### src/rtl/fetch_pkg.sv
// Shared definitions for the instruction fetch stage: access sizes, reset PC,
// FSM states and the skid-buffer entry layout.
package fetch_pkg;

  localparam logic [1:0] ACC_BYTE = 2'b00;
  localparam logic [1:0] ACC_HALF = 2'b01;
  localparam logic [1:0] ACC_WORD = 2'b10;

  localparam logic [31:0] INSN_BASE = 32'h8002_0000;
  localparam logic [31:0] PC_RESET  = INSN_BASE;

  typedef enum logic {
    StIdle,
    StRun
  } fetch_state_e;

  typedef struct packed {
    logic [31:0] pc;
    logic [31:0] insn;
  } fetch_entry_t;

endpackage

### src/rtl/fetch_stage_if.sv
// Control, memory-read and decode-handshake signals of the fetch stage.
interface fetch_stage_if;

  logic        start;
  logic        stall;
  logic        redirect;
  logic [31:0] redirect_pc;
  logic [31:0] mem_address;
  logic [1:0]  mem_access_size;
  logic        mem_write;
  logic [31:0] mem_data_out;
  logic [31:0] insn;
  logic [31:0] insn_pc;
  logic        insn_valid;
  logic        running;

  modport master (
    input  start, stall, redirect, redirect_pc, mem_data_out,
    output mem_address, mem_access_size, mem_write, insn, insn_pc, insn_valid, running
  );

  modport slave (
    output start, stall, redirect, redirect_pc, mem_data_out,
    input  mem_address, mem_access_size, mem_write, insn, insn_pc, insn_valid, running
  );

endinterface

### src/rtl/fetch_skid_buffer.sv
// Small circular FIFO of {pc, insn} pairs; flush beats push, head is always visible.
module fetch_skid_buffer
  import fetch_pkg::*;
#(
  parameter int unsigned Depth = 2
) (
  input  logic         clk,
  input  logic         rst,
  input  logic         push_i,
  input  logic         pop_i,
  input  logic         flush_i,
  input  fetch_entry_t push_data_i,
  output fetch_entry_t head_o,
  output logic [1:0]   occupancy_o
);

  localparam int unsigned PtrW = (Depth > 1) ? $clog2(Depth) : 1;
  localparam logic [PtrW-1:0] LastPtr = PtrW'(Depth - 1);

  fetch_entry_t    entries_q [Depth];
  logic [PtrW-1:0] rd_ptr_q, rd_ptr_d;
  logic [PtrW-1:0] wr_ptr_q, wr_ptr_d;
  logic [1:0]      count_q, count_d;

  function automatic logic [PtrW-1:0] ptr_inc(input logic [PtrW-1:0] p);
    return (p == LastPtr) ? '0 : p + 1'b1;
  endfunction

  always_comb begin
    rd_ptr_d = rd_ptr_q;
    wr_ptr_d = wr_ptr_q;
    count_d  = count_q;
    if (flush_i) begin
      rd_ptr_d = '0;
      wr_ptr_d = '0;
      count_d  = '0;
    end else begin
      if (push_i) wr_ptr_d = ptr_inc(wr_ptr_q);
      if (pop_i)  rd_ptr_d = ptr_inc(rd_ptr_q);
      count_d = count_q + 2'(push_i) - 2'(pop_i);
    end
  end

  always_ff @(posedge clk) begin
    if (rst) begin
      rd_ptr_q <= '0;
      wr_ptr_q <= '0;
      count_q  <= '0;
      for (int i = 0; i < int'(Depth); i++) entries_q[i] <= '0;
    end else begin
      rd_ptr_q <= rd_ptr_d;
      wr_ptr_q <= wr_ptr_d;
      count_q  <= count_d;
      if (push_i && !flush_i) entries_q[wr_ptr_q] <= push_data_i;
    end
  end

  assign head_o      = entries_q[rd_ptr_q];
  assign occupancy_o = count_q;

endmodule

### src/rtl/fetch_stage.sv
// Instruction fetch: sequential word reads after start, redirect handling, and a skid
// buffer so a stalled decode never loses a word returning from the 1-cycle memory.
module fetch_stage
  import fetch_pkg::*;
#(
  parameter logic [31:0] PcReset  = PC_RESET,
  parameter int unsigned BufDepth = 2
) (
  input logic           clk,
  input logic           rst,
  fetch_stage_if.master bus
);

  fetch_state_e state_q, state_d;
  logic [31:0]  pc_q, pc_d;
  logic [31:0]  tag_q, tag_d;
  logic         inflight_q, inflight_d;
  logic         drop_q, drop_d;

  fetch_entry_t head;
  logic [1:0]   occ;
  logic [2:0]   level;
  logic         insn_valid, push, pop, issue;

  assign insn_valid = (occ != 2'd0);
  assign pop        = insn_valid && !bus.stall;
  assign push       = inflight_q && !drop_q;
  // Slots committed after this edge, counting the word decode is taking now.
  assign level      = {1'b0, occ} + {2'b0, inflight_q} - {2'b0, pop};
  assign issue      = (state_q == StRun) && !bus.redirect && (level < 3'(BufDepth));

  always_comb begin
    state_d    = state_q;
    pc_d       = pc_q;
    tag_d      = tag_q;
    inflight_d = issue;
    // The word landing on the redirect edge is killed by the flush; only a read
    // still outstanding beyond that edge would need dropping.
    drop_d     = bus.redirect && inflight_d;
    if (bus.redirect) begin
      state_d = StRun;
      pc_d    = {bus.redirect_pc[31:2], 2'b00};
    end else if (state_q == StIdle) begin
      if (bus.start) begin
        state_d = StRun;
        pc_d    = PcReset;
      end
    end else if (issue) begin
      tag_d = pc_q;
      pc_d  = pc_q + 32'd4;
    end
  end

  always_ff @(posedge clk) begin
    if (rst) begin
      state_q    <= StIdle;
      pc_q       <= PcReset;
      tag_q      <= '0;
      inflight_q <= 1'b0;
      drop_q     <= 1'b0;
    end else begin
      state_q    <= state_d;
      pc_q       <= pc_d;
      tag_q      <= tag_d;
      inflight_q <= inflight_d;
      drop_q     <= drop_d;
    end
  end

  fetch_skid_buffer #(
    .Depth (BufDepth)
  ) u_skid (
    .clk         (clk),
    .rst         (rst),
    .push_i      (push),
    .pop_i       (pop),
    .flush_i     (bus.redirect),
    .push_data_i ({tag_q, bus.mem_data_out}),
    .head_o      (head),
    .occupancy_o (occ)
  );

  assign bus.mem_address     = pc_q;
  assign bus.mem_access_size = ACC_WORD;
  assign bus.mem_write       = 1'b0;
  assign bus.insn            = head.insn;
  assign bus.insn_pc         = head.pc;
  assign bus.insn_valid      = insn_valid;
  assign bus.running         = (state_q == StRun);

endmodule

### src/flat_wrapper.sv
// flat-port wrapper written by rule: the top's interface ports become plain ports
module fetch_stage_flat import fetch_pkg::*;
#(
  parameter logic [31:0] PcReset  = PC_RESET,
  parameter int unsigned BufDepth = 2
)
  (clk, rst, bus_start, bus_stall, bus_redirect, bus_redirect_pc, bus_mem_data_out, bus_mem_address, bus_mem_access_size, bus_mem_write, bus_insn, bus_insn_pc, bus_insn_valid, bus_running);
  fetch_stage_if bus_i ();
  input logic clk;
  input logic rst;
  input wire logic [$bits(bus_i.start)-1:0] bus_start;
  input wire logic [$bits(bus_i.stall)-1:0] bus_stall;
  input wire logic [$bits(bus_i.redirect)-1:0] bus_redirect;
  input wire logic [$bits(bus_i.redirect_pc)-1:0] bus_redirect_pc;
  input wire logic [$bits(bus_i.mem_data_out)-1:0] bus_mem_data_out;
  output wire logic [$bits(bus_i.mem_address)-1:0] bus_mem_address;
  output wire logic [$bits(bus_i.mem_access_size)-1:0] bus_mem_access_size;
  output wire logic [$bits(bus_i.mem_write)-1:0] bus_mem_write;
  output wire logic [$bits(bus_i.insn)-1:0] bus_insn;
  output wire logic [$bits(bus_i.insn_pc)-1:0] bus_insn_pc;
  output wire logic [$bits(bus_i.insn_valid)-1:0] bus_insn_valid;
  output wire logic [$bits(bus_i.running)-1:0] bus_running;
  assign bus_i.start = bus_start;
  assign bus_i.stall = bus_stall;
  assign bus_i.redirect = bus_redirect;
  assign bus_i.redirect_pc = bus_redirect_pc;
  assign bus_i.mem_data_out = bus_mem_data_out;
  assign bus_mem_address = bus_i.mem_address;
  assign bus_mem_access_size = bus_i.mem_access_size;
  assign bus_mem_write = bus_i.mem_write;
  assign bus_insn = bus_i.insn;
  assign bus_insn_pc = bus_i.insn_pc;
  assign bus_insn_valid = bus_i.insn_valid;
  assign bus_running = bus_i.running;
  fetch_stage #(.PcReset(PcReset), .BufDepth(BufDepth)) u_core (.clk(clk), .rst(rst), .bus(bus_i));
endmodule
### config.mk
export PLATFORM = sky130hd
export DESIGN_NAME = fetch_stage_flat
export DESIGN_NICKNAME = d
export VERILOG_FILES = /design/src/rtl/fetch_pkg.sv /design/src/rtl/fetch_stage_if.sv /design/src/rtl/fetch_skid_buffer.sv /design/src/rtl/fetch_stage.sv /design/src/flat_wrapper.sv
export SDC_FILE = /design/constraint.sdc
export NUM_CORES = 1
export LEC_CHECK = 0
export BUFFER_PORTS_ARGS = -buffer_cell sky130_fd_sc_hd__buf_2
export CAP_MARGIN = 40
export CORE_ASPECT_RATIO = 0.6
export CORE_MARGIN = 2
export CORE_UTILIZATION = 45
export CTS_CLUSTER_SIZE = 24
export DETAILED_ROUTE_END_ITERATION = 7
export PLACE_DENSITY_LB_ADDON = 0.08
export RECOVER_POWER = 100
export SLEW_MARGIN = 20
export SYNTH_ARGS = -nofsm -noshare
export SYNTH_HDL_FRONTEND = slang
export SYNTH_SLANG_ARGS = --single-unit
### constraint.sdc
create_clock -name clk -period 14.29 [get_ports clk]
set_clock_uncertainty 0.2 [all_clocks]
set_input_delay 1.429 -clock clk [delete_from_list [all_inputs] [get_ports clk]]
set_output_delay 1.429 -clock clk [all_outputs]
set_load 0.01 [all_outputs]
Yosys cells after proc, flatten, opt, wreduce, memory -nomap -nowiden:

Memory sizes are Yosys's and may differ from the RTL's. A register that Yosys moved wholly into a read port is not among the register bits.
Cells that the tools add are included.
W data, S select, Z words.

* logic and storage cells: 57
* bits in registers: 71
* memories: 1
* input port bits: 69
* output and inout bits: 101
* RAM bits: 128

* reductions and logical operators: 17
* muxes and demuxes: 19
* bitwise logic cells: 1
* add/subtract/negate cells: 7
* order comparisons: 1
* equal/unequal tests: 2

Memories
* u_core.u_skid.entries_q: words 2, bits a word 64, read ports 1, clocked after memory_dff 1, write ports 2, line fetch_skid_buffer.sv:20 `fetch_entry_t entries_q [Depth];`

Operators by type and width (count)
* $mux W32: 4
* $mux W64: 1
* $reduce_or A64 Y1: 1
* $add A32 B3 Y32 const B: 1
* $mux W1: 14
* $logic_and A1 B1 Y1: 6
* $reduce_and A2 Y1: 2
* $reduce_bool A2 Y1: 2
* $add A2 B1 Y3: 1
* $logic_not A1 Y1: 3
* $lt A3 B2 Y1 const B: 1
* $ne A3 B3 Y1 const B: 1
* $reduce_and A3 Y1: 1
* $reduce_bool A3 Y1: 1
* $sub A3 B1 Y3: 1
* $add A1 B1 Y1 const B: 2
* $add A2 B1 Y2: 1
* $ne A2 B2 Y1 const B: 1
* $reduce_or A2 Y1: 1
* $sub A2 B1 Y2: 1
* $not A1 Y1: 1

Logic depth before layout (Yosys ltp):

Gate-level depths: netlist of run 1.

* word-level depth: 8
* gate-level depth with buffers: 11
* depth with buffers taken out: 10

Cells and area by module:

From an unflattened synthesis of run 1, not the netlist that was laid out.

* cell total of the unflattened synthesis: 812
* area, all modules: 9242.6 µm²

By module, submodules not included
* fetch_skid_buffer: sequential area each 3943.8 µm², area an instance 5876.9 µm², cells each 378, times used 1
* fetch_stage: sequential area each 1341.3 µm², area an instance 3365.7 µm², cells each 434, times used 1

Least setup slack after synthesis of run 1:

OpenSTA, ideal clock, no wires.

* path kind: in2reg
* start point: in bus_redirect
* end point: mem u_core.u_skid.entries_q[0][0] (netlist name), enable pin
* buffers on the path: 1
* data arrival time: 6.434 ns
* cell stages on the path: 4
* slack: 7.082 ns
* data required time: 13.516 ns
* setup time: 0.574 ns
* cells stage by stage: clkbuf_1 nor2_1 nand2_1 o21ai_0

RTL lines
* from (decl): line flat_wrapper.sv:13 `input wire logic [$bits(bus_i.redirect)-1:0] bus_redirect;`
* to (decl): line fetch_skid_buffer.sv:20

==> out/results.md, run 1 <==
| Item | Value | Unit |
|:---|:---|:---|
| Floorplan row count | 39 | - |
| Detailed Route Iter0 Violations | 378 | - |
| Wire length reported by the detailed router | 20400 | um |
| Height of the die | 112 | um |
| Net total in the final layout | 965 | - |
| Area of the core | 19000 | um^2 |
| Final Slew Violations | 341 | - |
| Number of H-tree levels | 4 | - |
| Power per standard cell area | 118 | nW/um^2 |
| Maximum fanout along the worst path | 65 | - |
| Fraction of the cycle the final worst path needs | 54.4 | % |
| Violated checks | capacitance limit, slew limit | - |
| Number of nets still failing antenna checks after routing | 0 | - |
| Register clock-pin slew on the reported worst setup and hold paths | 70 | ps |
| Final setup violating endpoints | 0 | - |
| Clock root cell | sky130_fd_sc_hd__clkbuf_16 | - |
| Half-perimeter wire length after detailed placement | 13300 | um |
| Critical Path RT | 14160 | ps |
| Final number of hold-violating endpoints | 0 | - |
| Hold Path Class | reg2reg | - |
| Num Clock Sinks | 200 | - |
| Post-route cell area | 10200 | um^2 |
| Final setup TNS | 0 | ps |
| Die extent in x | 184 | um |
| Worst vdd rail ir drop | 84.9 | uV |
| Worst slew pin tran | 3240 | ps |
| Result of the run | finished with violations | - |
| Most used flip-flop cell after synthesis | sky130_fd_sc_hd__edfxtp_1 | - |
| Setup ws final | 6510 | ps |
| Post-placement setup slack | 9420 | ps |
| Min-delay src | u_core.tag_q[21] | - |
| Clock network latency to the later pin of the worst-skew pair | 430 | ps |
| Antenna violations before repair | 0 | - |
| Number of detailed-routing iterations run before antenna repair | 5 | - |
| Count of maximum capacitance violations | 7 | - |
| Max Root-Sink Buffers | 2 | - |
| RSZ-0062 raised after global routing | false | - |
| Portion of the post-synthesis area used by sequential elements | 60.4 | % |
| Commonest cells after routing, fill and taps aside | 128 x sky130_fd_sc_hd__edfxtp_1, 100 x sky130_fd_sc_hd__nand2_1, 97 x sky130_fd_sc_hd__clkbuf_1 | - |
| Count of state elements after synthesis | 200 | - |
| Post-synthesis instance area | 8740 | um^2 |
| Antenna diode instance count | 0 | - |
| Synthesized instance count | 745 | - |
| Layout area overhead | 16.8 | % |
| Maximum frequency from static timing analysis | 0.129 | GHz |
| DRC violations left | 0 | - |
| Worst-case reg-to-reg path depth | 5 | - |
| Start of the worst register-to-register path | u_core.inflight_q | - |
| Data arrival time of the worst path | 7650 | ps |
| Per-cell via count in the routed design | 5.30 | - |
| Count of boundary I/O pins | 170 | - |
| Category of the worst setup path capture point | register | - |
| Placed instance area | 9800 | um^2 |
| Minimum clock period after layout | 7780 | ps |
| Core utilization of the finished layout | 53.7 | % |
| Largest net degree at the start of global routing | 66 | - |
| Die area | 20600 | um^2 |
| Worst reg-to-reg setup slack | 8350 | ps |
| Instance count along the most critical hold path | 2 | - |
| Remaining global-route overflow | 0 | - |
| Number of global-route vias before repair | 6098 | - |
| All-Layer GR Usage | 20.2 | % |
| Fraction of final layout cells sized beyond drive strength 1 | 19.8 | % |
| Global placer's final weighted congestion | 0.868 | - |
| Syn. warnings | 0 | - |
| Hold buffers post-CTS | 0 | - |
| Mapped Avg Cell Area | 11.7 | um^2 |
| Post-synthesis cell type count | 59 | - |
| Gates resized, CTS repair | 0 | - |
| Number of buffers added on ports | 164 | - |
| Number of enable-type register cells in the synthesized netlist | 128 | - |
| First-pass GRT wire length | 32100 | um |
| Post-DR wirelength/cell | 17.7 | um |
| RR Endpoint | u_core.u_skid.entries_q[1][6] | - |
| Hold endpoint | u_core.tag_q[21] | - |
| Starting Density | 46.0 | % |
| Static leakage | 3.67 | nW |
| Launching element type of the critical path | primary input | - |
| Share of synthesized flip-flops with an asynchronous set or reset | 0 | % |
| Worst rel slew slack | -116 | % |
| CTS tree | yes | - |
| Start-to-end type of the worst setup path | in2reg | - |
| # Post-CTS Setup Buffers | 0 | - |
| Most common cell after layout, fill and taps aside | sky130_fd_sc_hd__edfxtp_1 | - |
| Number of vias after detailed routing | 6106 | - |
| CTS Buf Count | 17 | - |
-- how the worst max path moves through the flow --
stage,startpoint,to,slack [ps],cells after the start
final,rst,u_core.u_skid.entries_q[1][6],6510,7
after global routing,rst,u_core.u_skid.entries_q[1][13],5790,7
after CTS,rst,u_core.u_skid.entries_q[1][13],9870,7
after detailed placement,rst,u_core.u_skid.entries_q[1][5],9420,7
after global placement,rst,u_core.u_skid.entries_q[1][5],9530,7
after floorplan,bus_redirect,u_core.u_skid.entries_q[0][0],7080,4
-- final cells by class --
type | instances | area (um^2)
multi-input cells | 494 | 3250
clock inverters | 13 | 128
fillers | 1729 | 8820
inverters | 4 | 15.0
repair buffers | 176 | 768
flip-flops and latches | 200 | 5290
well taps | 246 | 308
clock buffers | 19 | 454
-- power by group --
| part | leakage (nW) | internal (mW) | total (mW) | switching (mW) |
|---|---|---|---|---|
| Combinational | 1.47 | 0.0283 | 0.0761 | 0.0478 |
| Sequential | 1.91 | 0.634 | 0.650 | 0.0162 |
| Clock | 0.289 | 0.243 | 0.477 | 0.234 |
| Total | 3.67 | 0.906 | 1.20 | 0.298 |
-- through the flow --
step | power [mW] | std cells | hold WS, ps
6_report | 1.20 | 1152 | 263
5_1_grt | 1.24 | 1152 | 291
4_1_cts | 1.22 | 1152 | 266
3_5_place_dp | 0.743 | 1120 | 256
3_3_place_gp | 0.739 | 1117 | 253
2_1_floorplan | 0.705 | 747 | 240
-- synth_stat cells, drive strengths merged (7+ instances only) --
cell / instances / area share (%)
nor3: 14 / 0.92
nor2: 15 / 0.64
and2: 132 / 9.4
xor2: 9 / 0.90
mux2: 64 / 8.2
nand3: 7 / 0.40
edfxtp: 128 / 44
a21oi: 38 / 2.2
buf: 16 / 1.2
o21ai: 23 / 1.3
nand4: 11 / 0.96
dfxtp: 72 / 16
nand2: 100 / 4.3
nor4: 9 / 0.89
clkbuf: 33 / 1.4
xnor2: 13 / 1.3
-- layer usage --
metal  part of all wire (%)  GRT usage (%)  vias to the layer above
li1                       -              -                     2921
met2                     47           32.4                      203
met5                      0              0                        -
met4                    1.1           6.03                        0
met1                     47           27.6                     2960
met3                    5.6           4.45                       22
-- flip-flops by register name, summed over array words and instances (netlist names), named ones only --
signal                     flops
u_core.tag_q                  32
u_core.bus.mem_address        32
u_core.u_skid.wr_ptr_q         1
u_core.inflight_q              1
u_core.u_skid.entries_q      128
u_core.bus.running             1
u_core.u_skid.rd_ptr_q         1
u_core.drop_q                  1
u_core.u_skid.occupancy_o      2
-- logic make-up (layout without fill, tap and decap cells) --
| group | after synthesis | after routing | synth area share [%] |
|---|---|---|---|
| adders and majority gates | 3 | 3 | 0.515 |
| xor gates and xnor gates | 22 | 22 | 2.20 |
| DFF | 200 | 200 | 60.4 |
| AOI/OAI and AO/OA | 89 | 89 | 6.15 |
| other | 2 | 4 | 0.0859 |
| and+or+nand+nor | 312 | 312 | 19.6 |
| buffers and inverters | 53 | 212 | 2.76 |
| muxes | 64 | 64 | 8.24 |
-- worst max-delay path: stages --
cell and delay, ps:
sky130_fd_sc_hd__buf_2 90, sky130_fd_sc_hd__clkbuf_1 900, sky130_fd_sc_hd__nor2_1 620, sky130_fd_sc_hd__and3_2 270, sky130_fd_sc_hd__clkbuf_1 1800, sky130_fd_sc_hd__or2_0 1800, sky130_fd_sc_hd__buf_4 660
Note: power is estimated with default switching activity, not from simulation.
==> run 2: changes to the inputs <==
Clock period 14.29 ns to 7.85 ns, I/O delays scaled along.
==> run 2 against run 1 <==
Against the previous run: the flow still finishes with violations (capacitance limit, slew limit); critical path type is now reg2out; combinational power grew 85%; clock power grew 76%; first-iteration DRC count shrank 17%; worst setup slack lost 4000 ps; sequential cell count is the same; die area is the same; critical path depth shrank 3; non-clock buffer count grew 1; highest routed layer unchanged.
==> out/results.md, run 2 (same netlist as run 1, synthesis figures left out) <==
| Item | Value | Unit |
|:---|:---|:---|
| Number of buffers added on ports | 164 | - |
| Setup ws final | 2490 | ps |
| Clock root cell | sky130_fd_sc_hd__clkbuf_16 | - |
| Category of the worst setup path capture point | output pin | - |
| Placed Cells | 1121 | - |
| Detailed Route Iter0 Violations | 315 | - |
| Register clock-pin slew on the reported worst setup and hold paths | 70 | ps |
| Number of H-tree levels | 4 | - |
| CTS Buf Count | 17 | - |
| Count of boundary I/O pins | 170 | - |
| CTS tree | yes | - |
| Per-cell via count in the routed design | 5.28 | - |
| Start of the worst register-to-register path | u_core.u_skid.occupancy_o[1] | - |
| First-pass GRT wire length | 32200 | um |
| Minimum clock period after layout | 5360 | ps |
| Die extent in x | 184 | um |
| Maximum fanout along the worst path | 52 | - |
| Final Instance Count excl. Fillers | 1153 | - |
| Fraction of final layout cells sized beyond drive strength 1 | 20.1 | % |
| Final setup TNS | 0 | ps |
| Worst-case reg-to-reg path depth | 11 | - |
| Violated checks | capacitance limit, slew limit | - |
| Global placer's final weighted congestion | 0.885 | - |
| Height of the die | 112 | um |
| Max Root-Sink Buffers | 2 | - |
| Result of the run | finished with violations | - |
| Power per standard cell area | 211 | nW/um^2 |
| Cell with the largest stage delay on the worst path | sky130_fd_sc_hd__clkbuf_1 | - |
| DRC violations left | 0 | - |
| Instance count along the most critical hold path | 2 | - |
| Layout area overhead | 17.1 | % |
| Count of maximum capacitance violations | 5 | - |
| Final setup violating endpoints | 0 | - |
| Worst vdd rail ir drop | 152 | uV |
| Half-perimeter wire length after detailed placement | 13100 | um |
| Final Slew Violations | 237 | - |
| Area of the core | 19000 | um^2 |
| Largest net degree at the start of global routing | 66 | - |
| Number of detailed-routing iterations run before antenna repair | 5 | - |
| Final number of hold-violating endpoints | 0 | - |
| Antenna violations before repair | 0 | - |
| Commonest cells after routing, fill and taps aside | 128 x sky130_fd_sc_hd__edfxtp_1, 100 x sky130_fd_sc_hd__nand2_1, 94 x sky130_fd_sc_hd__clkbuf_1 | - |
| Static leakage | 3.70 | nW |
| Largest incremental delay on the critical path | 2240 | ps |
| Min-delay src | u_core.tag_q[13] | - |
| Wire length reported by the detailed router | 20200 | um |
| Number of vias after detailed routing | 6088 | - |
| Starting Density | 46.0 | % |
| # Post-CTS Setup Buffers | 0 | - |
| Worst hold slack | 260 | ps |
| Crit-path most repeated cell | sky130_fd_sc_hd__clkbuf_1 | - |
| Maximum frequency from static timing analysis | 0.187 | GHz |
| Hold buffers post-CTS | 0 | - |
| Number of global-route vias before repair | 6243 | - |
| Critical Path RT | 6860 | ps |
| Post-placement setup slack | 3930 | ps |
| Clock network latency to the later pin of the worst-skew pair | 430 | ps |
| RSZ-0062 raised after global routing | false | - |
| Fraction of the cycle the final worst path needs | 68.3 | % |
| Register containing the most flip-flops in the final layout | u_core.u_skid.entries_q | - |
| Data arrival time of the worst path | 4380 | ps |
| Antenna diode instance count | 0 | - |
| Net total in the final layout | 966 | - |
| Worst rel slew slack | -107 | % |
| Die area | 20600 | um^2 |
| Gates resized, CTS repair | 0 | - |
| Crit path cell chain | clkbuf_1 -> clkbuf_1 -> mux2_2 -> clkbuf_1 | - |
| Number of nets still failing antenna checks after routing | 0 | - |
| Most common cell after layout, fill and taps aside | sky130_fd_sc_hd__edfxtp_1 | - |
| Hold Path Class | reg2reg | - |
| Floorplan row count | 39 | - |
| Worst reg-to-reg setup slack | 3390 | ps |
| Worst slew pin tran | 3100 | ps |
| Start-to-end type of the worst setup path | reg2out | - |
| RR Endpoint | u_core.bus.mem_address[29] | - |
| All-Layer GR Usage | 20.2 | % |
| Hold endpoint | u_core.tag_q[13] | - |
| Num Clock Sinks | 200 | - |
| Launching element type of the critical path | register | - |
| Max FFs per register | 128 | - |
| Remaining global-route overflow | 0 | - |
| Post-DR wirelength/cell | 17.5 | um |
run 2: stage by stage:
step / area, um^2 / total power [mW] / util (%)
final: 10200 / 2.16 / 53.8
after global routing: 10200 / 2.24 / 53.8
after CTS: 10400 / 2.19 / 54.6
after detailed placement: 9840 / 1.35 / 51.7
after global placement: 9750 / 1.35 / 51.2
after floorplan: 8750 / 1.28 / -
run 2: worst max-delay path by stage:
stage	end	slack, ps	depth (start not counted)
final	bus_insn_pc[14]	2490	4
after global routing	bus_insn_pc[14]	2070	4
after CTS	u_core.bus.mem_address[29]	4190	11
after global placement	u_core.bus.mem_address[29]	4010	11
after floorplan	u_core.u_skid.entries_q[0][0]	1290	4
after detailed placement	u_core.bus.mem_address[29]	3930	11
run 2: cell type report:
class | count | area, um^2
fill | 1731 | 8790
sequential | 200 | 5290
multi-input combinational | 494 | 3250
timing repair buffer | 177 | 822
clock buffer | 19 | 454
tap | 246 | 308
clock inverter | 13 | 105
inverter | 4 | 15.0
run 2: critical path, delay by kind of cell, from the launching register on:
family	cells	cell delay, ps
buffers and inverters	3	3080
flip-flops	1	310
multiplexers	1	500
run 2: where the power goes:
group	total (mW)	internal (mW)	switching [mW]
Sequential	1.18	1.15	0.0289
Clock	0.840	0.434	0.406
Combinational	0.141	0.0542	0.0872
Total	2.16	1.64	0.522
run 2: layer usage:
metal | wire length (um) | share of wire (%) | GRT usage, %
met1 | 9330 | 46 | 27.7
met2 | 9270 | 46 | 32.1
met3 | 1350 | 6.7 | 5.20
met4 | 204 | 1.0 | 5.28
met5 | 0 | 0 | 0
